## src/rtl/threshold_ctrl_pkg.sv

```systemverilog
// threshold_pkg: shared widths, defaults, FSM states and clamp helper for threshold_ctrl
package threshold_pkg;
    localparam int DATA_W = 10;
    localparam int CNT_W = 20;
    localparam int SUM_W = 30;
    localparam int DEF_THRESH = 190;
    localparam int MIN_PIX = 1024;

    typedef enum logic {IDLE, ACCUM} state_t;

    // t carries two guard bits: the top one flags negative, the next one overflow
    function automatic logic [DATA_W-1:0] clamp(logic signed [DATA_W+1:0] t);
        return t[DATA_W+1] ? '0 : t[DATA_W] ? '1 : t[DATA_W-1:0];
    endfunction
endpackage

```

## src/rtl/threshold_ctrl_if.sv

```systemverilog
// threshold_ctrl_if: pixel stream, host override and threshold outputs of threshold_ctrl
interface threshold_ctrl_if #(parameter int DW = threshold_pkg::DATA_W) ();
    logic iFVAL, iDVAL, iMANUAL, oUPDATE, oBUSY, oDROP;
    logic [DW-1:0] iDATA, iMAN_THRESH, oTHRESH;

    modport master(output iFVAL, iDVAL, iDATA, iMANUAL, iMAN_THRESH, input oTHRESH, oUPDATE, oBUSY, oDROP);
    modport slave(input iFVAL, iDVAL, iDATA, iMANUAL, iMAN_THRESH, output oTHRESH, oUPDATE, oBUSY, oDROP);
endinterface

```

## src/rtl/threshold_ctrl_seq_divider.sv

```systemverilog
// seq_divider: restoring unsigned divider, one quotient bit per cycle, SUM_W cycles per result
module seq_divider #(
    parameter int SUM_W = 30,
    parameter int CNT_W = 20
) (
    input  logic             iCLK,
    input  logic             iRST,
    input  logic             start,
    input  logic [SUM_W-1:0] dividend,
    input  logic [CNT_W-1:0] divisor,
    output logic             busy,
    output logic             done,
    output logic [SUM_W-1:0] quotient
);
    localparam int STEP_W = $clog2(SUM_W + 1);

    logic [CNT_W-1:0] rem, dvsr;
    logic [STEP_W-1:0] steps;
    logic [CNT_W:0] remShift, remSub;
    logic fits;

    // quotient doubles as the dividend shift register: dividend bits leave the top, quotient bits enter the bottom
    always_comb begin
        remShift = {rem, quotient[SUM_W-1]};
        remSub = remShift - {1'b0, dvsr};
        fits = remShift >= {1'b0, dvsr};
    end

    always_ff @(posedge iCLK or negedge iRST)
        if (!iRST) begin
            rem <= '0;
            dvsr <= '0;
            steps <= '0;
            quotient <= '0;
            busy <= 1'b0;
            done <= 1'b0;
        end else begin
            done <= 1'b0;
            if (start) begin
                rem <= '0;
                dvsr <= divisor;
                quotient <= dividend;
                steps <= STEP_W'(SUM_W);
                busy <= 1'b1;
            end else if (busy) begin
                rem <= fits ? remSub[CNT_W-1:0] : remShift[CNT_W-1:0];
                quotient <= {quotient[SUM_W-2:0], fits};
                steps <= steps - STEP_W'(1);
                busy <= steps != STEP_W'(1);
                done <= steps == STEP_W'(1);
            end
        end
endmodule

```

## src/rtl/threshold_ctrl.sv

```systemverilog
// threshold_ctrl: per-frame mean luminance plus offset, clamped, drives the binariser threshold
module threshold_ctrl import threshold_pkg::*; #(
    parameter int DATA_W = threshold_pkg::DATA_W,
    parameter int CNT_W = threshold_pkg::CNT_W,
    parameter int SUM_W = threshold_pkg::SUM_W,
    parameter int OFFSET = 0,
    parameter int DEF_THRESH = threshold_pkg::DEF_THRESH,
    parameter int MIN_PIX = threshold_pkg::MIN_PIX
) (
    input logic iCLK,
    input logic iRST,
    threshold_ctrl_if.slave bus
);
    localparam logic signed [DATA_W+1:0] OFF = (DATA_W+2)'(OFFSET);

    state_t state, stateNext;
    logic fvalQ, rise, fall, frameStart, frameEnd, enough, start, sat;
    logic divBusy, divDone, busyAll, update, drop;
    logic [SUM_W-1:0] sum, quotient;
    logic [CNT_W-1:0] count;
    logic [DATA_W-1:0] thresh, qLow;
    logic signed [DATA_W+1:0] biased;

    assign rise = bus.iFVAL & ~fvalQ;
    assign fall = ~bus.iFVAL & fvalQ;
    assign frameStart = rise & (state == IDLE);
    assign frameEnd = fall & (state == ACCUM);
    assign sat = &count;
    assign enough = count >= CNT_W'(MIN_PIX);
    assign busyAll = divBusy | divDone;
    assign start = frameEnd & enough & ~busyAll;
    // a mean of DATA_W-bit pixels always fits, but saturate anyway rather than wrap
    assign qLow = |quotient[SUM_W-1:DATA_W] ? '1 : quotient[DATA_W-1:0];
    assign biased = signed'({2'b00, qLow}) + OFF;

    assign bus.oTHRESH = thresh;
    assign bus.oUPDATE = update;
    assign bus.oBUSY = busyAll;
    assign bus.oDROP = drop;

    always_comb
        stateNext = state == IDLE ? (rise ? ACCUM : IDLE) : (fall ? IDLE : ACCUM);

    always_ff @(posedge iCLK or negedge iRST)
        if (!iRST) state <= IDLE;
        else state <= stateNext;

    always_ff @(posedge iCLK or negedge iRST)
        if (!iRST) begin
            fvalQ <= 1'b0;
            sum <= '0;
            count <= '0;
            thresh <= DATA_W'(DEF_THRESH);
            update <= 1'b0;
            drop <= 1'b0;
        end else begin
            fvalQ <= bus.iFVAL;
            drop <= frameEnd & enough & busyAll;
            update <= divDone & ~bus.iMANUAL;
            if (bus.iMANUAL) thresh <= bus.iMAN_THRESH;
            else if (divDone) thresh <= clamp(biased);
            if (frameStart) begin
                sum <= bus.iDVAL ? SUM_W'(bus.iDATA) : '0;
                count <= CNT_W'(bus.iDVAL);
            end else if (state == ACCUM && !fall && bus.iDVAL && !sat) begin
                sum <= sum + SUM_W'(bus.iDATA);
                count <= count + CNT_W'(1);
            end
        end

    seq_divider #(.SUM_W(SUM_W), .CNT_W(CNT_W)) divider (
        .iCLK(iCLK),
        .iRST(iRST),
        .start(start),
        .dividend(sum),
        .divisor(count),
        .busy(divBusy),
        .done(divDone),
        .quotient(quotient)
    );
endmodule
```

## src/flat_wrapper.sv

```systemverilog
// flat-port wrapper written by rule: the top's interface ports become plain ports
module threshold_ctrl_flat import threshold_pkg::*;
#(
    parameter int DATA_W = threshold_pkg::DATA_W,
    parameter int CNT_W = threshold_pkg::CNT_W,
    parameter int SUM_W = threshold_pkg::SUM_W,
    parameter int OFFSET = 0,
    parameter int DEF_THRESH = threshold_pkg::DEF_THRESH,
    parameter int MIN_PIX = threshold_pkg::MIN_PIX
)
  (iCLK, iRST, bus_iFVAL, bus_iDVAL, bus_iDATA, bus_iMANUAL, bus_iMAN_THRESH, bus_oTHRESH, bus_oUPDATE, bus_oBUSY, bus_oDROP);
  threshold_ctrl_if bus_i ();
  input logic iCLK;
  input logic iRST;
  input wire logic [$bits(bus_i.iFVAL)-1:0] bus_iFVAL;
  input wire logic [$bits(bus_i.iDVAL)-1:0] bus_iDVAL;
  input wire logic [$bits(bus_i.iDATA)-1:0] bus_iDATA;
  input wire logic [$bits(bus_i.iMANUAL)-1:0] bus_iMANUAL;
  input wire logic [$bits(bus_i.iMAN_THRESH)-1:0] bus_iMAN_THRESH;
  output wire logic [$bits(bus_i.oTHRESH)-1:0] bus_oTHRESH;
  output wire logic [$bits(bus_i.oUPDATE)-1:0] bus_oUPDATE;
  output wire logic [$bits(bus_i.oBUSY)-1:0] bus_oBUSY;
  output wire logic [$bits(bus_i.oDROP)-1:0] bus_oDROP;
  assign bus_i.iFVAL = bus_iFVAL;
  assign bus_i.iDVAL = bus_iDVAL;
  assign bus_i.iDATA = bus_iDATA;
  assign bus_i.iMANUAL = bus_iMANUAL;
  assign bus_i.iMAN_THRESH = bus_iMAN_THRESH;
  assign bus_oTHRESH = bus_i.oTHRESH;
  assign bus_oUPDATE = bus_i.oUPDATE;
  assign bus_oBUSY = bus_i.oBUSY;
  assign bus_oDROP = bus_i.oDROP;
  threshold_ctrl #(.DATA_W(DATA_W), .CNT_W(CNT_W), .SUM_W(SUM_W), .OFFSET(OFFSET), .DEF_THRESH(DEF_THRESH), .MIN_PIX(MIN_PIX)) u_core (.iCLK(iCLK), .iRST(iRST), .bus(bus_i));
endmodule
```

## config.mk

```make
export PLATFORM = sky130hd
export DESIGN_NAME = threshold_ctrl_flat
export DESIGN_NICKNAME = d
export VERILOG_FILES = /design/src/rtl/threshold_ctrl_pkg.sv /design/src/rtl/threshold_ctrl_if.sv /design/src/rtl/threshold_ctrl_seq_divider.sv /design/src/rtl/threshold_ctrl.sv /design/src/flat_wrapper.sv
export SDC_FILE = /design/constraint.sdc
export NUM_CORES = 1
export LEC_CHECK = 0
export BUFFER_PORTS_ARGS = -buffer_cell sky130_fd_sc_hd__buf_2
export CORE_UTILIZATION = 36
export CTS_CLUSTER_SIZE = 30
export DETAILED_ROUTE_END_ITERATION = 12
export PLACE_DENSITY = 0.5
export RECOVER_POWER = 25
export SETUP_SLACK_MARGIN = 0.4
export SYNTH_ARGS = -nofsm -noshare
export SYNTH_HDL_FRONTEND = slang
export SYNTH_SLANG_ARGS = --single-unit
```

## constraint.sdc

```tcl
create_clock -name iCLK -period 3.5 [get_ports iCLK]
set_input_delay 0.7 -clock iCLK [delete_from_list [all_inputs] [get_ports iCLK]]
set_output_delay 0.7 -clock iCLK [all_outputs]
set_load 0.03 [all_outputs]
```

==> results.yml, run 1 <==
pwr:
  swShare_pct: 27.6
  p_switching_mw: 1.26
  seq_power_share_pct: 40.8
  p_comb_share_pct: 14.7
  internal-power_mw: 3.31
  p_clk_share_pct: 44.5
  power.leakage_nw: 4.32
  ir_drop_uv: 253
  p_per_area_mw_per_mm2: 478
finish:
  fin_nets: 1033
  nFillCells: 2275
  antennaDiodeCount: 0
  seqCellArea_mm2: 0.00354
  drive_gt1_share_pct: 12.3
  multi_input_area_mm2: 0.00448
  syn_to_final_growth_pct: 13.6
grt:
  grt_usage_pct: 19.7
  grtUsageMet1_pct: 29.5
  grt.overflow.total: 0
  use_met2_pct: 28.9
  grt_util_met3_pct: 4.03
  grt_max_degree: 77
  antenna_found_initial: 0
  grt.busiest_layer: "met1"
  grt_pass1_vias: 6647
  grt_pass1_wl_mm: 37.0
timing:
  rsz0062_at_grt: "false"
  fin_crit_ns: 2.83
  finalSetupViolCount: 0
  relSlewSlack_pct: -38.5
  hold_viol_final: 0
  fmax_ghz: 0.353
  final.setup.tns_ns: 0
  finalCritPeriodShare_pct: 80.9
  tightestPinTransition_ns: 2.08
  final_max_slew_viol_count: 76
  fin_skew_ns: 0.0108
  timing.hold.ws_ns: 0.429
setup_path:
  critPathSlowestCell: "o21ai_1"
  path_buf_inv: 1
  cp.required_ns: 3.81
  slowest_delay_ns: 0.71
  worstSetupStartpointType: "flip-flop"
  crit_fanout: 11
  path_cells: "ha_1 > a21o_1 > nor2_1 > a211oi_2 > o21ai_1 > nand2_1 > buf_4 > a31o_1"
  end_kind: "flip-flop"
  critPathTopFamily: "compound AO/OA/AOI/OAI gates"
  critPathKind: "flip-flop to flip-flop"
  arrival_ns: 3.14
yosys:
  yosys_warnings: 0
  async_flop_share_pct: 100
  synth_cell_types: 81
  synth_ff_type: "dfrtp_1"
  synth_compound_area_share_pct: 19.4
  syn_avg_cell_area_um2: 8.83
  yosys.area_share.simple_pct: 22.0
  synthAdderAreaFrac_pct: 5.54
  synthCells: 952
  synth_enable_flop_cells: 0
  seq_area_frac_synth_pct: 42.1
  synth_top_family_by_area: "simple AND/OR/NAND/NOR gates"
  synthMuxAreaShare_pct: 2.05
  synth-xor-area-share_pct: 4.27
  ys_ff_latch: 141
  synthesis.nets: 1013
  synth_area_mm2: 0.00841
floorplan:
  fp.dieW_um: 155
  die_h_um: 155
  start_util_pct: 36.9
  dieArea_mm2: 0.0240
  rows: 55
  coreArea_mm2: 0.0228
  pin_count: 38
clock_network:
  clock_sinks: 141
  cts_tree: "yes"
  cts_max_level: 4
  cts_hold_buf: 0
  ctsRootBufferMaster: "clkbuf_16"
  insertion_delay_ns: 0.43
  cts_resized: 0
  clkTransAtPathRegs_ns: 0.06
  cts_setup_buffers: 0
  clk_path_buf_depth: 2
  numCtsBuffers: 17
hold_path:
  hold_class: "primary input to flip-flop"
route:
  antenna_left: 0
  first_iter_violations: 454
  via_per_inst: 5.36
  detail_route.wl_per_cell_um: 17.0
  drt_pass1_iterations: 5
  drc: 0
  dr_total_vias: 6959
  wl_mm: 22.1
place:
  hpwl_mm: 15.7
  portBuffers: 37
  place.gp.congestion: 0.840
job:
  maxCapViolations: 1
outcome:
  violations: "capacitance limit, slew limit"
  status: "finished, violations left"
-- state kept, by name, indices dropped and copies added, names as in the netlist, 5 cells and up --
name / count
u_core.divider.rem: 20
u_core.count: 20
u_core.bus.oTHRESH: 10
u_core.divider.dvsr: 20
u_core.divider.steps: 5
u_core.sum: 30
u_core.divider.quotient: 30
-- through the flow --
stage / setup WS, ns / util [%] / area (µm²) / power [mW] / instances
2_1_floorplan: 0.876 / - / 8410 / 2.32 / 952
3_3_place_gp: 0.500 / 39.1 / 8900 / 2.56 / 1266
3_5_place_dp: 0.481 / 39.1 / 8900 / 2.56 / 1266
4_1_cts: 0.716 / 42.0 / 9560 / 4.63 / 1298
5_1_grt: 0.527 / 41.9 / 9550 / 4.77 / 1298
6_report: 0.669 / 41.9 / 9550 / 4.57 / 1298
-- path summary, 6_finish.rpt --
check,startpoint,slack [ns],depth (start not counted),endpoint
setup / recovery,u_core.divider.rem[3],0.67,8,u_core.divider.rem[7]
hold reg to reg,u_core.divider.dvsr[0],0.49,2,u_core.divider.dvsr[0]
setup reg to reg,u_core.divider.rem[3],0.67,8,u_core.divider.rem[7]
min in group asynchronous,iRST,0.83,1,u_core.divider.rem[15]
max in group asynchronous,iRST,1.25,1,u_core.divider.busy
hold / removal,bus_iFVAL,0.43,1,u_core.fvalQ
-- synthesized netlist by cell type (7+ instances only) --
library cell / n / share of area, %
mux2i_1: 15 / 1.8
o21ai_0: 54 / 3.2
nor4_1: 10 / 0.74
and4_1: 8 / 0.83
a21oi_1: 52 / 3.1
o221ai_1: 9 / 0.94
nor2_1: 53 / 2.4
xor2_1: 15 / 1.6
inv_1: 38 / 1.7
and3_1: 10 / 0.74
nor3_1: 23 / 1.4
a22oi_1: 29 / 2.6
nand2b_1: 11 / 0.82
xnor2_1: 26 / 2.7
o211ai_1: 12 / 1.1
dfrtp_1: 135 / 40
a31oi_1: 7 / 0.52
o21ai_1: 8 / 0.48
o22ai_1: 10 / 0.74
nand2_1: 175 / 7.8
nand4_1: 13 / 0.97
a211oi_1: 11 / 0.98
clkbuf_1: 31 / 1.4
ha_1: 34 / 5.1
buf_2: 15 / 0.89
nand3_1: 45 / 2.7
-- cell usage in the layout (no fill, tap or decap), types with 23 or more instances in the layout --
cell type	n
nand2_1	175
dfrtp_1	134
a22oi_1	29
buf_2	35
nand3_1	45
xnor2_1	26
o21ai_0	54
ha_1	34
nor3_1	23
nor2_1	51
a21oi_1	52
inv_1	38
-- power groups by stage --
stage / Clock (mW) / Combinational [mW] / Sequential (mW)
floorplan: 0 / 0.476 / 1.85
global placement: 0 / 0.672 / 1.89
detailed placement: 0 / 0.675 / 1.89
CTS: 2.09 / 0.678 / 1.86
global route: 2.14 / 0.760 / 1.88
finish: 2.03 / 0.672 / 1.86
-- layout make-up --
class	count	share of cell area [%]
Inverter	38	1.49
Clock buffer	22	4.97
Sequential cell	141	37.0
Multi-Input combinational cell	720	46.9
Clock inverter	10	1.93
Tap cell	313	4.10
Timing Repair Buffer	54	3.52
-- routing by layer --
metal / part of all wire [%] / vias to the layer above
met5: 0 / -
met4: 1.1 / 0
met3: 4.0 / 16
met2: 43 / 126
met1: 52 / 3356
li1: - / 3461
-- cell families after synthesis --
| kind of cell | count (synthesis) |
|---|---|
| flops | 141 |
| xor+xnor | 41 |
| buf+inv | 91 |
| mux | 17 |
| compound gates | 243 |
| fa+ha+maj | 36 |
| simple gates | 383 |
Note: power is estimated with default switching activity, not from simulation.
==> inputs of run 2 (changes only) <==
Settings changed: PLACE_DENSITY 0.5 to 0.52.
Clock period 3.5 ns to 2.3 ns, I/O delays scaled along.
==> results.yml, run 2 (synthesis gave the netlist of run 1 again) <==
timing:
  fin_crit_ns: 2.24
  fmax_ghz: 0.447
  rsz0062_at_grt: "true"
  fin_skew_ns: 0.0114
  hold_viol_final: 0
  finalCritPeriodShare_pct: 97.2
  finalSetupViolCount: 0
  relSlewSlack_pct: 19.0
  tightestPinTransition_ns: 1.22
  final_max_slew_viol_count: 0
clock_network:
  clk_path_buf_depth: 2
  clkTransAtPathRegs_ns: 0.06
  cts_max_level: 4
  ctsRootBufferMaster: "clkbuf_16"
  clock_sinks: 141
  cts_tree: "yes"
  insertion_delay_ns: 0.43
  numCtsBuffers: 17
floorplan:
  coreArea_mm2: 0.0228
  fp.dieW_um: 155
  dieArea_mm2: 0.0240
  start_util_pct: 36.9
  die_h_um: 155
  rows: 55
  pin_count: 38
setup_path:
  crit_fanout: 4
  end_kind: "flip-flop"
  critPathKind: "flip-flop to flip-flop"
  cp.required_ns: 2.62
  worstSetupStartpointType: "flip-flop"
  arrival_ns: 2.55
grt:
  grt_pass1_vias: 7687
  grt_usage_pct: 21.6
  antenna_found_initial: 0
  grt_max_degree: 45
  grt_pass1_wl_mm: 40.6
  grt.overflow.total: 0
pwr:
  p_per_area_mw_per_mm2: 617
  ir_drop_uv: 465
  power.leakage_nw: 5.42
route:
  dr_total_vias: 7901
  first_iter_violations: 455
  detail_route.wl_per_cell_um: 18.1
  via_per_inst: 5.36
  antenna_left: 0
  drc: 0
  drt_pass1_iterations: 5
  wl_mm: 26.7
finish:
  drive_gt1_share_pct: 40.5
  layout_commonest_cell: "nand2_1"
  nFillCells: 2026
  final_cell_mix: "nand2_1, buf_4, dfrtp_1"
  syn_to_final_growth_pct: 47.8
  final_cell_count_no_fill: 1473
  seqCellArea_mm2: 0.00354
  fin_util_pct: 54.6
  multi_input_area_mm2: 0.00572
  top_regs: "u_core.divider.quotient x30, u_core.sum x30"
  stdcell_area_mm2: 0.0124
  antennaDiodeCount: 0
  fin_nets: 1208
place:
  portBuffers: 37
  place_area_mm2: 0.0101
  hpwl_mm: 17.4
  dp_cells: 1368
  place.gp.congestion: 0.839
hold_path:
  hold_class: "primary input to flip-flop"
job:
  maxCapViolations: 0
outcome:
  status: "finished clean"
[run 2: worst paths after layout]
path                       slack [ns]  depth (start not counted)                         end                   startpoint
min in group asynchronous        0.81                          2      u_core.divider.rem[17]                         iRST
max                              0.06                          9      u_core.divider.rem[12]  u_core.divider.quotient[29]
min                              0.19                          1                u_core.fvalQ                    bus_iFVAL
max reg2reg                      0.06                          9      u_core.divider.rem[12]  u_core.divider.quotient[29]
min reg2reg                      0.53                          2  u_core.divider.quotient[7]   u_core.divider.quotient[7]
max in group asynchronous        0.31                          3               u_core.sum[3]                         iRST
[run 2: routing by layer]
metal	vias to the layer above	GRT usage, %	wire (µm)
li1	3832	-	-
met1	3897	29.8	12400
met2	145	35.3	13100
met3	27	3.03	785
met4	0	6.13	493
met5	-	0	0
[run 2: cell type report]
class | count | share of cell area [%]
Multi-Input combinational cell | 722 | 46.0
Sequential cell | 141 | 28.5
Clock buffer | 19 | 3.56
Timing Repair Buffer | 227 | 16.1
Tap cell | 313 | 3.15
Clock inverter | 13 | 1.52
Inverter | 38 | 1.15
[run 2: where the power goes]
group | internal (mW) | switching [mW]
clock network | 1.85 | 1.15
registers | 2.62 | 0.145
logic | 0.914 | 0.987
[run 2: stage by stage]
| step | TNS, ns | power (mW) | hold slack [ns] | worst slack (ns) |
|---|---|---|---|---|
| after detailed placement | -0.439 | 4.15 | 0.431 | -0.0676 |
| after global placement | -0.265 | 4.15 | 0.442 | -0.0421 |
| after CTS | 0 | 7.40 | 0.173 | 0.0954 |
| after floorplan | 0 | 3.56 | 0.164 | 0.150 |
| after global routing | -0.0186 | 7.99 | 0.204 | -0.0186 |
| final | 0 | 7.67 | 0.194 | 0.0647 |
[run 2: repair_timing]
item | 4_1_cts | 5_1_grt
resized for setup | 95 | 153
cloned | 2 | 12
endpoints found under the setup margin | 112 | 118
setup buffers | 27 | 31
pin swaps | 61 | 66
hold endpoints to repair | 38 | 0
hold buffers | 1 | 0
[run 2: critical path, cell delays in order (launching register included)]
cell	delay (ns)
dfrtp_1	0.37
inv_2	0.07
ha_4	0.16
fa_2	0.37
nor2b_4	0.17
o2111ai_4	0.18
a211oi_2	0.27
nor2_2	0.10
xor2_1	0.18
o31ai_2	0.26
==> inputs of run 3 (changes only) <==
Settings changed: PLACE_DENSITY 0.52 to 0.56.
==> results.yml, run 3 (synthesis gave the netlist of run 1 again) <==
setup_path:
  arrival_ns: 2.50
  critPathKind: "flip-flop to flip-flop"
  reg2regPathDepth: 9
  end_kind: "flip-flop"
  cp.required_ns: 2.58
  worstSetupStartpointType: "flip-flop"
  regToRegStartpoint: "u_core.divider.quotient[29]"
  rr_endpoint: "u_core.divider.rem[16]"
  crit_fanout: 3
  rrSetupSlack_ns: 0.09
grt:
  grt.overflow.total: 0
  grt_usage_pct: 21.6
  grt_pass1_vias: 7654
  antenna_found_initial: 0
  grt_max_degree: 48
  grt_pass1_wl_mm: 40.8
timing:
  tightestPinTransition_ns: 1.31
  finalSetupViolCount: 0
  relSlewSlack_pct: 12.5
  fmax_ghz: 0.452
  hold_viol_final: 0
  final_max_slew_viol_count: 0
  timing.hold.ws_ns: 0.189
  fin_crit_ns: 2.21
  finalCritPeriodShare_pct: 96.3
  rsz0062_at_grt: "true"
  fin_skew_ns: 0.0105
floorplan:
  rows: 55
  coreArea_mm2: 0.0228
  dieArea_mm2: 0.0240
  start_util_pct: 36.9
  die_h_um: 155
  fp.dieW_um: 155
  pin_count: 38
finish:
  fin_util_pct: 53.5
  final_cell_count_no_fill: 1456
  antennaDiodeCount: 0
  top_regs: "u_core.divider.quotient x30, u_core.sum x30"
  syn_to_final_growth_pct: 44.8
  final_cell_mix: "nand2_1, dfrtp_1, buf_4"
  fin_nets: 1191
  drive_gt1_share_pct: 38.9
  nFillCells: 2028
  layout_commonest_cell: "nand2_1"
route:
  first_iter_violations: 437
  detail_route.wl_per_cell_um: 17.3
  via_per_inst: 5.30
  drt_pass1_iterations: 4
  drc: 0
  wl_mm: 25.2
  dr_total_vias: 7712
  antenna_left: 0
clock_network:
  clkTransAtPathRegs_ns: 0.06
  ctsRootBufferMaster: "clkbuf_16"
  cts_tree: "yes"
  insertion_delay_ns: 0.42
  cts_max_level: 4
  numCtsBuffers: 17
  clock_sinks: 141
  clk_path_buf_depth: 2
place:
  hpwl_mm: 16.8
  place.gp.congestion: 0.859
  dp_cells: 1347
  portBuffers: 37
outcome:
  status: "finished clean"
hold_path:
  hold_path_end: "u_core.fvalQ"
  hold_class: "primary input to flip-flop"
  min_from: "bus_iFVAL"
  hold_path_depth: 1
pwr:
  power.leakage_nw: 5.25
  p_total_mw: 7.40
  p_per_area_mw_per_mm2: 608
  ir_drop_uv: 513
job:
  maxCapViolations: 0
run 3: critical path, cell delays in order, from the launching register on:
cell       delay [ns]
dfrtp_1          0.39
inv_2            0.10
ha_4             0.14
fa_2             0.23
nor2b_4          0.06
o2111ai_4        0.27
a211oi_2         0.13
or4_1            0.48
o211ai_1         0.12
o221ai_1         0.15
run 3: final cells by class:
cell class	instances	area (µm²)	share of cell area, %
tap	313	392	3.22
multi-input combinational	720	5690	46.8
inverter	38	143	1.17
clock buffer	20	467	3.83
sequential	141	3550	29.2
clock inverter	12	111	0.915
timing repair buffer	212	1820	15.0
run 3: power breakdown:
part | total [mW] | switching [mW] | internal (mW) | leakage [nW]
combinational | 1.91 | 0.973 | 0.942 | 3.20
clock | 2.69 | 1.11 | 1.58 | 0.267
sequential | 2.80 | 0.162 | 2.63 | 1.78
run 3: how the worst max path moves through the flow:
stage	startpoint	endpoint	slack [ns]	depth (start not counted)
global route	u_core.sum[3]	u_core.sum[28]	0.02	8
global placement	bus_iDATA[0]	u_core.sum[12]	-0.06	10
CTS	u_core.divider.quotient[29]	u_core.divider.rem[16]	0.09	9
finish	u_core.divider.quotient[29]	u_core.divider.rem[16]	0.09	9
detailed placement	bus_iDATA[0]	u_core.sum[26]	-0.09	10
floorplan	bus_iDATA[0]	u_core.sum[14]	0.15	8
run 3: repair_timing:
item,4_1_cts,5_1_grt
endpoints found under the setup margin,94,101
setup buffers,53,19
hold buffers,1,0
gates resized for setup,112,112
pin swaps,60,63
endpoints found under the hold margin,19,0
cloned,4,0
run 3: per-stage QoR:
step | setup WS [ns] | instance area (µm²) | TNS [ns]
floorplan | 0.150 | 8800 | 0
global placement | -0.0641 | 9910 | -0.341
detailed placement | -0.0904 | 9910 | -0.545
CTS | 0.0858 | 11500 | 0
global route | 0.0209 | 12200 | 0
finish | 0.0861 | 12200 | 0
run 3: per-layer routing:
layer	part of all wire, %	track usage (%)	up-vias
li1	-	-	3790
met1	48	29.7	3812
met2	48	35.1	83
met3	2.1	3.45	27
met4	1.6	6.13	0
met5	0	0	-
